**config.mk**
```make
export PLATFORM = sky130hd
export DESIGN_NAME = bus_interconnect_flat
export DESIGN_NICKNAME = d
export VERILOG_FILES = /design/src/rtl/bus_pkg.sv /design/src/rtl/bus_simple_if.sv /design/src/rtl/bus_addr_decode.sv /design/src/rtl/bus_interconnect.sv /design/src/flat_wrapper.sv
export SDC_FILE = /design/constraint.sdc
export NUM_CORES = 1
export LEC_CHECK = 0
export ABC_AREA = 1
export CAP_MARGIN = 20
export CORE_AREA = 2 2 126 128
export CTS_CLUSTER_SIZE = 12
export DETAILED_ROUTE_END_ITERATION = 8
export DIE_AREA = 0 0 128 130
export PLACE_DENSITY = 0.62
export SYNTH_ARGS = -nofsm -noshare
export SYNTH_HDL_FRONTEND = slang
export SYNTH_SLANG_ARGS = --single-unit
```
**constraint.sdc**
```tcl
create_clock -name clk -period 2.05 [get_ports clk]
set_clock_uncertainty 0.2 [all_clocks]
set_input_delay 0.41 -clock clk [delete_from_list [all_inputs] [get_ports clk]]
set_output_delay 0.41 -clock clk [all_outputs]
set_load 0.005 [all_outputs]
```
**src/rtl/bus_pkg.sv**
```systemverilog
`default_nettype none
//==========================================================================
// bus_pkg -- SoC address map and shared types for the simple 32-bit bus.
// Rev 1.0
//==========================================================================
package bus_pkg;

   localparam int NSLV_DEF = 4;

   // Index order: S0 SRAM, S1 UART, S2 SNN CSR, S3 DMA (S3 overlaps S1, S1 wins)
   localparam logic [NSLV_DEF-1:0][31:0] SLV_BASE_DEF = {
      32'h4000_0000, 32'h4000_1000, 32'h4000_0000, 32'h0000_0000
   };
   localparam logic [NSLV_DEF-1:0][31:0] SLV_MASK_DEF = {
      32'hFFFF_0000, 32'hFFFF_F000, 32'hFFFF_F000, 32'hFFFF_0000
   };

   localparam logic [31:0] ERR_RDATA_DEF = 32'hDEAD_BEEF;

   typedef logic [$clog2(NSLV_DEF)-1:0] slv_sel_t;

endpackage
`default_nettype wire

```
**src/rtl/bus_simple_if.sv**
```systemverilog
`default_nettype none
//==========================================================================
// bus_simple_if -- simple 32-bit memory-mapped request/response bus.
// Rev 1.0
//==========================================================================
interface bus_simple_if;
   logic        valid;
   logic        write;
   logic [31:0] addr;
   logic [31:0] wdata;
   logic [3:0]  wstrb;
   logic        ready;
   logic        rvalid;
   logic [31:0] rdata;

   modport master (output valid, write, addr, wdata, wstrb,
                   input  ready, rvalid, rdata);
   modport slave  (input  valid, write, addr, wdata, wstrb,
                   output ready, rvalid, rdata);
endinterface
`default_nettype wire

```
**src/rtl/bus_addr_decode.sv**
```systemverilog
`default_nettype none
//==========================================================================
// bus_addr_decode -- window match per slave, lowest-index priority winner.
// Rev 1.0
//==========================================================================
module bus_addr_decode #(
   parameter int                         NSLV     = 4,
   parameter int                         SEL_W    = 2,
   parameter logic [NSLV-1:0][31:0]      SLV_BASE = '0,
   parameter logic [NSLV-1:0][31:0]      SLV_MASK = '0
) (
   input  logic [31:0]      addr,
   input  logic             valid,
   output logic [NSLV-1:0]  hit,
   output logic [SEL_W-1:0] winner,
   output logic             miss
);

   for (genvar i = 0; i < NSLV; i++) begin : g_hit
      assign hit[i] = (addr & SLV_MASK[i]) == SLV_BASE[i];
   end

   // Scan downward so the lowest matching index is the last assignment.
   always_comb begin
      winner = '0;
      for (int i = NSLV - 1; i >= 0; i--) begin
         if (hit[i]) winner = SEL_W'(i);
      end
   end

   assign miss = valid & ~|hit;

endmodule
`default_nettype wire

```
**src/rtl/bus_interconnect.sv**
```systemverilog
`default_nettype none
//==========================================================================
// bus_interconnect -- 1-master/NSLV-slave decode, 1-cycle response routing,
// default slave for unmapped accesses and sticky error logging.  Rev 1.0
//==========================================================================
module bus_interconnect
   import bus_pkg::*;
#(
   parameter int                    NSLV      = NSLV_DEF,
   parameter logic [NSLV-1:0][31:0] SLV_BASE  = SLV_BASE_DEF,
   parameter logic [NSLV-1:0][31:0] SLV_MASK  = SLV_MASK_DEF,
   parameter logic [31:0]           ERR_RDATA = ERR_RDATA_DEF,
   parameter int                    CNT_W     = 8
) (
   input  logic                 clk,
   input  logic                 rst,
   bus_simple_if.slave          m,
   output logic [NSLV-1:0]      s_valid,
   output logic                 s_write,
   output logic [31:0]          s_addr,
   output logic [31:0]          s_wdata,
   output logic [3:0]           s_wstrb,
   input  logic [NSLV-1:0]      s_ready,
   input  logic [NSLV*32-1:0]   s_rdata,
   input  logic [NSLV-1:0]      s_rvalid,
   input  logic                 err_clr,
   output logic [CNT_W-1:0]     err_cnt,
   output logic                 dec_err,
   output logic                 proto_err
);

   localparam int              SEL_W   = (NSLV > 1) ? $clog2(NSLV) : 1;
   localparam logic [CNT_W-1:0] CNT_MAX = '1;

   logic [NSLV-1:0]  hit;
   logic [SEL_W-1:0] winner;
   logic             miss;

   logic             pend_q;
   logic             wr_q;
   logic [SEL_W-1:0] sel_q;
   logic             err_q;

   logic             new_err;
   logic             slv_missed;

   bus_addr_decode #(
      .NSLV     (NSLV),
      .SEL_W    (SEL_W),
      .SLV_BASE (SLV_BASE),
      .SLV_MASK (SLV_MASK)
   ) u_decode (
      .addr   (m.addr),
      .valid  (m.valid),
      .hit    (hit),
      .winner (winner),
      .miss   (miss)
   );

   assign s_write = m.write;
   assign s_addr  = m.addr;
   assign s_wdata = m.wdata;
   assign s_wstrb = m.wstrb;

   always_comb begin
      s_valid = '0;
      if (m.valid && !rst && (|hit)) s_valid[winner] = 1'b1;
   end

   always_ff @(posedge clk) begin
      if (rst) begin
         pend_q <= 1'b0;
         wr_q   <= 1'b0;
         sel_q  <= '0;
         err_q  <= 1'b0;
      end else begin
         pend_q <= m.valid;
         wr_q   <= m.write;
         sel_q  <= winner;
         err_q  <= miss;
      end
   end

   // Responses are gated by rst so a pending transfer is dropped immediately.
   always_comb begin
      m.ready  = 1'b0;
      m.rvalid = 1'b0;
      m.rdata  = 32'h0;
      if (pend_q && !rst) begin
         if (err_q) begin
            if (wr_q) begin
               m.ready = 1'b1;
            end else begin
               m.rvalid = 1'b1;
               m.rdata  = ERR_RDATA;
            end
         end else if (wr_q) begin
            m.ready = s_ready[sel_q];
         end else begin
            m.rvalid = s_rvalid[sel_q];
            m.rdata  = s_rdata[32*sel_q +: 32];
         end
      end
   end

   assign new_err    = miss && !rst;
   assign slv_missed = pend_q && !err_q &&
                       !(wr_q ? s_ready[sel_q] : s_rvalid[sel_q]);

   // A new error event takes priority over a simultaneous clear.
   always_ff @(posedge clk) begin
      if (rst) begin
         err_cnt   <= '0;
         dec_err   <= 1'b0;
         proto_err <= 1'b0;
      end else begin
         if (new_err) begin
            err_cnt <= err_clr ? CNT_W'(1) :
                       (err_cnt == CNT_MAX) ? CNT_MAX : err_cnt + CNT_W'(1);
            dec_err <= 1'b1;
         end else if (err_clr) begin
            err_cnt <= '0;
            dec_err <= 1'b0;
         end
         if (slv_missed)   proto_err <= 1'b1;
         else if (err_clr) proto_err <= 1'b0;
      end
   end

endmodule
`default_nettype wire

```
**src/flat_wrapper.sv**
```systemverilog
// flat-port wrapper written by rule: the top's interface ports become plain ports
module bus_interconnect_flat import bus_pkg::*;
#(
   parameter int                    NSLV      = NSLV_DEF,
   parameter logic [NSLV-1:0][31:0] SLV_BASE  = SLV_BASE_DEF,
   parameter logic [NSLV-1:0][31:0] SLV_MASK  = SLV_MASK_DEF,
   parameter logic [31:0]           ERR_RDATA = ERR_RDATA_DEF,
   parameter int                    CNT_W     = 8
)
  (clk, rst, s_valid, s_write, s_addr, s_wdata, s_wstrb, s_ready, s_rdata, s_rvalid, err_clr, err_cnt, dec_err, proto_err, m_valid, m_write, m_addr, m_wdata, m_wstrb, m_ready, m_rvalid, m_rdata);
  bus_simple_if m_i ();
  input  logic clk;
  input  logic rst;
  output logic [NSLV-1:0] s_valid;
  output logic s_write;
  output logic [31:0] s_addr;
  output logic [31:0] s_wdata;
  output logic [3:0] s_wstrb;
  input  logic [NSLV-1:0] s_ready;
  input  logic [NSLV*32-1:0] s_rdata;
  input  logic [NSLV-1:0] s_rvalid;
  input  logic err_clr;
  output logic [CNT_W-1:0] err_cnt;
  output logic dec_err;
  output logic proto_err;
  input wire logic [$bits(m_i.valid)-1:0] m_valid;
  input wire logic [$bits(m_i.write)-1:0] m_write;
  input wire logic [$bits(m_i.addr)-1:0] m_addr;
  input wire logic [$bits(m_i.wdata)-1:0] m_wdata;
  input wire logic [$bits(m_i.wstrb)-1:0] m_wstrb;
  output wire logic [$bits(m_i.ready)-1:0] m_ready;
  output wire logic [$bits(m_i.rvalid)-1:0] m_rvalid;
  output wire logic [$bits(m_i.rdata)-1:0] m_rdata;
  assign m_i.valid = m_valid;
  assign m_i.write = m_write;
  assign m_i.addr = m_addr;
  assign m_i.wdata = m_wdata;
  assign m_i.wstrb = m_wstrb;
  assign m_ready = m_i.ready;
  assign m_rvalid = m_i.rvalid;
  assign m_rdata = m_i.rdata;
  bus_interconnect #(.NSLV(NSLV), .SLV_BASE(SLV_BASE), .SLV_MASK(SLV_MASK), .ERR_RDATA(ERR_RDATA), .CNT_W(CNT_W)) u_core (.clk(clk), .rst(rst), .m(m_i), .s_valid(s_valid), .s_write(s_write), .s_addr(s_addr), .s_wdata(s_wdata), .s_wstrb(s_wstrb), .s_ready(s_ready), .s_rdata(s_rdata), .s_rvalid(s_rvalid), .err_clr(err_clr), .err_cnt(err_cnt), .dec_err(dec_err), .proto_err(proto_err));
endmodule
```
# Word-level counts from Yosys, hierarchy flattened
# Cells that the tools add are included.
classes:
  addsub: 1
  multipliers: 0
  n_div: 0
  magnitude_cmp: 3
  n_eq_ne: 4
  shifts: 1
  mux: 31
  bitwise_logic: 1
  n_reduce_logical: 15
ops:
  columns: ["op", "n"]
  rows:
  - ["two-way mux 32 bit", 4]
  - ["indexed part select 128 x 8 -> 32 bit", 1]
  - ["equality test 20 x 19 -> 1 bit (second input constant)", 2]
  - ["logical NOT 32 bit", 1]
  - ["two-way mux 8 bit", 4]
  - ["equality test 16 x 15 -> 1 bit (second input constant)", 1]
  - ["two-way mux 1 bit", 15]
  - ["adder 8 x 1 -> 8 bit (second input constant)", 1]
  - ["equality test 8 bit (second input constant)", 1]
  - ["two-way mux 2 bit", 4]
  - ["logical AND 1 bit", 7]
  - ["< comparator 2 x 3 -> 1 bit (second input constant)", 2]
  - ["binary-select mux 1 bit (select 2 bit)", 2]
  - ["logical NOT 1 bit", 4]
  - ["two-way mux 4 bit", 1]
  - ["nonzero test 2 bit", 2]
  - ["OR reduction 4 bit", 1]
  - ["demux 1 bit (select 2 bit)", 1]
  - [">= comparator 2 x 1 -> 1 bit (second input constant)", 1]
  - ["AND 1 bit", 1]
totals:
  ff_bits: 15
  latch_bits: 0
  ram_bits: 0
  rom_bits: 0
  inputBits: 209
  elab_cells: 63
  mem_count: 0

# Longest topological paths before layout
logic_depth:
  word_depth: 10
  mapped_depth: 10
  mapped_depth_nobuf: 10

# Cells and area by module
# From an unflattened synthesis, not the netlist that was laid out.
unflattened:
  cells_unflattened: 486
  hier_area_um2: 2686.3
modules_own_cells:
  columns: ["mod", "instances", "cells_each", "area_per_inst_um2", "seq_area_each_um2"]
  rows:
  - ["bus_interconnect", 1, 452, 2529.9, 300.3]
  - ["bus_addr_decode", 1, 34, 156.4, 0.0]

# Worst setup path after synthesis
# No wires, ideal clock.
synth_path:
  path_kind: "input to output"
  start: "in m_addr[21]"
  end: "out s_valid[0]"
  arrival_ns: 1.132
  required_time_ns: 1.440
  path_slack_ns: 0.308
  stages: 7
  path_buffers: 0
  cell_sequence: "nor2_1 > nand2_1 > nor2_4 > nand2_4 > o21ai_2 > nand2_1 > nor2_1"
synth_between:
  elab_chain_len: 10
  elab_cells_between_ends: 16
synth_lines:
  columns: ["item", "line", "text"]
  rows:
  - ["start, declared", "flat_wrapper.sv:28", "input wire logic [$bits(m_i.addr)-1:0] m_addr;"]
  - ["equality test 16 x 15 -> 1 bit", "bus_addr_decode.sv:20", "assign hit[i] = (addr & SLV_MASK[i]) == SLV_BASE[i];"]
  - ["two-way mux 2 bit (4 in series)", "bus_addr_decode.sv:27", "if (hit[i]) winner = SEL_W'(i);"]
  - ["< comparator 2 x 3 -> 1 bit (implied by the code) / >= comparator 2 x 1 -> 1 bit (equally long branches)", "bus_interconnect.sv:67", "if (m.valid && !rst && (|hit)) s_valid[winner] = 1'b1;"]
  - ["logical AND 1 bit (implied by the code)", "bus_interconnect.sv:67", null]
  - ["two-way mux 1 bit (implied by the code)", "bus_interconnect.sv:67", null]
  - ["demux 1 bit (select 2 bit)", null, null]
  - ["two-way mux 4 bit *", "bus_interconnect.sv:67", null]
  - ["end, declared", "flat_wrapper.sv:14", "output logic [NSLV-1:0] s_valid;"]
# Every way passes the cells marked *; elsewhere a longest branch is shown, timed or not.

# Worst setup path after layout
layout_path:
  start: "reg u_core.sel_q[0]"
  end: "out m_rdata[18]"
layout_between:
  elab_chain_len: 4
layout_lines:
  columns: ["item", "line", "text"]
  rows:
  - ["start, declared", "bus_interconnect.sv:41", "logic [SEL_W-1:0] sel_q;"]
  - ["start signal, assigned", "bus_interconnect.sv:79", "sel_q <= winner;"]
  - ["indexed part select 128 x 8 -> 32 bit", "bus_interconnect.sv:101", "m.rdata = s_rdata[32*sel_q +: 32];"]
  - ["two-way mux 32 bit", "bus_interconnect.sv:97", "end else if (wr_q) begin"]
  - ["two-way mux 32 bit", "bus_interconnect.sv:90", "if (err_q) begin"]
  - ["two-way mux 32 bit", "bus_interconnect.sv:89", "if (pend_q && !rst) begin"]
  - ["end, declared", "flat_wrapper.sv:33", "output wire logic [$bits(m_i.rdata)-1:0] m_rdata;"]
# No other way between the ends.

==> results.json <==
{
  "cp-start-kind": "flip-flop",
  "grt_pass1_vias": 3912,
  "yosys_warnings": 0,
  "start_util_pct": 18.1,
  "crit_buf_inv": 5,
  "arrival_ns": 1.60,
  "seqCellArea_um2": 305,
  "totalWireLength_mm": 14.0,
  "rsz0062_at_grt": "true",
  "wire_per_inst_um": 15.4,
  "synth_simple_gate_area_share_pct": 31.5,
  "syn_inst": 487,
  "postSynthAreaPerCell_um2": 5.75,
  "hold_depth": 2,
  "die_w_um": 128,
  "hold_path.class": "flip-flop to flip-flop",
  "drc": 0,
  "power_density_mw_per_mm2": 211,
  "min_period_ns": 2.21,
  "ys_ff_latch": 15,
  "firstDrtPassIters": 4,
  "p_leak_nw": 2.70,
  "grt.overflow.total": 0,
  "synth_compound_area_share_pct": 25.7,
  "insertion_delay_ns": 0.25,
  "cts_root_buffer": "clkbuf_16",
  "synth_top_family_by_area": "buffers and inverters",
  "nFillCells": 1577,
  "drtAntennaViolNets": 0,
  "cts_tree": "done",
  "final_cell_mix": "clkdlybuf4s50_1 (168), nor2_1 (59), buf_4 (51), buf_2 (46), o21ai_1 (43)",
  "vias": 4022,
  "slew_violations": 0,
  "fin_crit_sh_pct": 108,
  "clk_pin_slew_worst_paths_ns": 0.05,
  "final_common_cell": "clkdlybuf4s50_1",
  "peakVddDrop_mv": 0.227,
  "synth-adder-area-share_pct": 0.447,
  "post-route-util_pct": 39.9,
  "multiInputGateArea_mm2": 0.00210,
  "num_rows": 46,
  "die-area_mm2": 0.0166,
  "grt_max_degree": 25,
  "die_h_um": 130,
  "worst-setup-path-type": "flip-flop to output pin",
  "final.setup.tns_ns": -1.59,
  "cts-buffers-inserted": 3,
  "synth.distinct_cells": 33,
  "place.gp.congestion": 0.868,
  "cts_num_sinks": 15,
  "cp_max_fo": 7,
  "critPathTopFamily": "buffers and inverters",
  "slowest_delay_ns": 0.42,
  "via_per_inst": 4.41,
  "status": "complete, but fails checks",
  "slowest_stage": "dfxtp_4",
  "h-tree-depth": 1,
  "end_kind": "output pin",
  "nets": 931,
  "required_ns": 1.44,
  "worst_pin_slew_ns": 0.309,
  "ios": 326,
  "setup_slack_ns": -0.158,
  "post-dp-hpwl_mm": 9.70,
  "setup_violations": 30,
  "hold_buffers": 0,
  "hold_viol_final": 0,
  "synth_mux_area_share_pct": 0,
  "crit_chain": "inv_8, buf_16, buf_6, o21ai_4, o22ai_2, o21ai_1, inv_1, clkdlybuf4s15_2",
  "first_iter_violations": 150,
  "relSlewSlack_pct": 79.3,
  "drive_gt1_share_pct": 40.6,
  "port_buffers": 229,
  "seq_area_frac_synth_pct": 10.7,
  "synthXorXnorAreaFrac_pct": 0,
  "core_area_mm2": 0.0154,
  "area_delta_synth_final_pct": 120,
  "grt_usage_pct": 15.5,
  "cp.depth": 8,
  "netlist_area_mm2": 0.00280,
  "rr_worst_depth": 9,
  "violations": "setup timing",
  "fmaxAchievable_mhz": 453,
  "cap_violations": 0,
  "cts_max_path_buffers": 2,
  "antenna_found_initial": 1,
  "grt_first_pass_wirelength_mm": 20.5,
  "synth_nets": 697
}
## state kept, by name (all words and copies together), names as in the netlist
signal            flops
u_core.wr_q           1
u_core.err_q          1
u_core.proto_err      1
u_core.dec_err        1
u_core.err_cnt        8
u_core.pend_q         1
u_core.sel_q          2
## worst min-delay path: stages, from the launching register on
cell and delay, ns:
dfxtp_1 0.30, nand2_1 0.06, a21oi_1 0.05
## logic make-up after synthesis
logic type,count (synthesis)
simple gates,190
compound gates,135
fa+ha+maj,1
buf+inv,146
flops,15
## worst paths after layout
path | from | end | slack (ns)
worst min register to register | u_core.proto_err | u_core.proto_err | 0.27
worst max-delay path | u_core.sel_q[0] | m_rdata[18] | -0.16
worst max register to register | u_core.err_cnt[0] | u_core.err_cnt[6] | 0.44
worst min-delay path | u_core.proto_err | u_core.proto_err | 0.27
## stage by stage
stage / hold WS, ns / total power [mW] / setup WS (ns) / instances / area [µm²]
final: 0.265 / 1.30 / -0.158 / 913 / 6150
after global routing: 0.284 / 1.36 / -0.239 / 912 / 6150
after CTS: 0.268 / 1.28 / -0.147 / 901 / 5810
after detailed placement: 0.260 / 0.880 / -0.741 / 861 / 5130
after global placement: 0.257 / 0.882 / -0.727 / 861 / 5130
after floorplan: 0.262 / 0.527 / 0.308 / 487 / 2800
## per-layer routing
metal | GRT usage (%) | wire length, µm
met1 | 18.1 | 5690
met2 | 28.4 | 6910
met3 | 4.55 | 1220
met4 | 3.23 | 199
met5 | 0 | 0
## power breakdown
part | switching (mW) | internal [mW]
Combinational | 0.212 | 0.401
Clock | 0.117 | 0.263
Sequential | 0.00673 | 0.298
## final cells by class
type	count	share of cell area, %
Inverter	49	3.54
Tap cell	192	3.91
Antenna cell	1	0.0407
Clock buffer	4	1.28
Timing Repair inverter	1	0.183
Sequential cell	15	4.96
Multi-Input combinational cell	326	34.2
Timing Repair Buffer	325	51.9
## what timing repair did
item,in CTS,in global routing
setup buffers,32,9
pin swaps,71,49
setup endpoints to repair,47,39
gates resized for setup,385,71
cloned,6,2
hold endpoints to repair,0,0
## synthesized netlist by cell type
library cell,instances,share of area [%]
ha_1,1,0.45
a21oi_1,17,3.0
nand2_1,44,5.9
nand3_2,2,0.72
nor2_4,4,1.6
o21ai_2,1,0.31
or2_0,1,0.22
a21oi_2,3,0.94
buf_4,71,19
nor2_2,13,2.9
nand2_2,5,1.1
inv_1,44,5.9
o21ai_0,66,12
buf_1,1,0.13
clkinv_1,1,0.13
nand2_4,2,0.80
o22ai_1,24,5.4
buf_8,1,0.54
buf_6,5,2.0
nor2_1,93,12
clkinv_4,1,0.31
nand3_1,18,3.2
buf_2,10,1.8
nor2_8,1,0.72
nor3_1,3,0.54
nand3_4,1,0.63
clkbuf_1,9,1.2
inv_2,2,0.27
inv_4,1,0.22
nand4_1,2,0.45
o21ai_1,24,4.3
dfxtp_1,15,11
nor4_1,1,0.22
No activity file was read; power rests on OpenSTA's default activity.
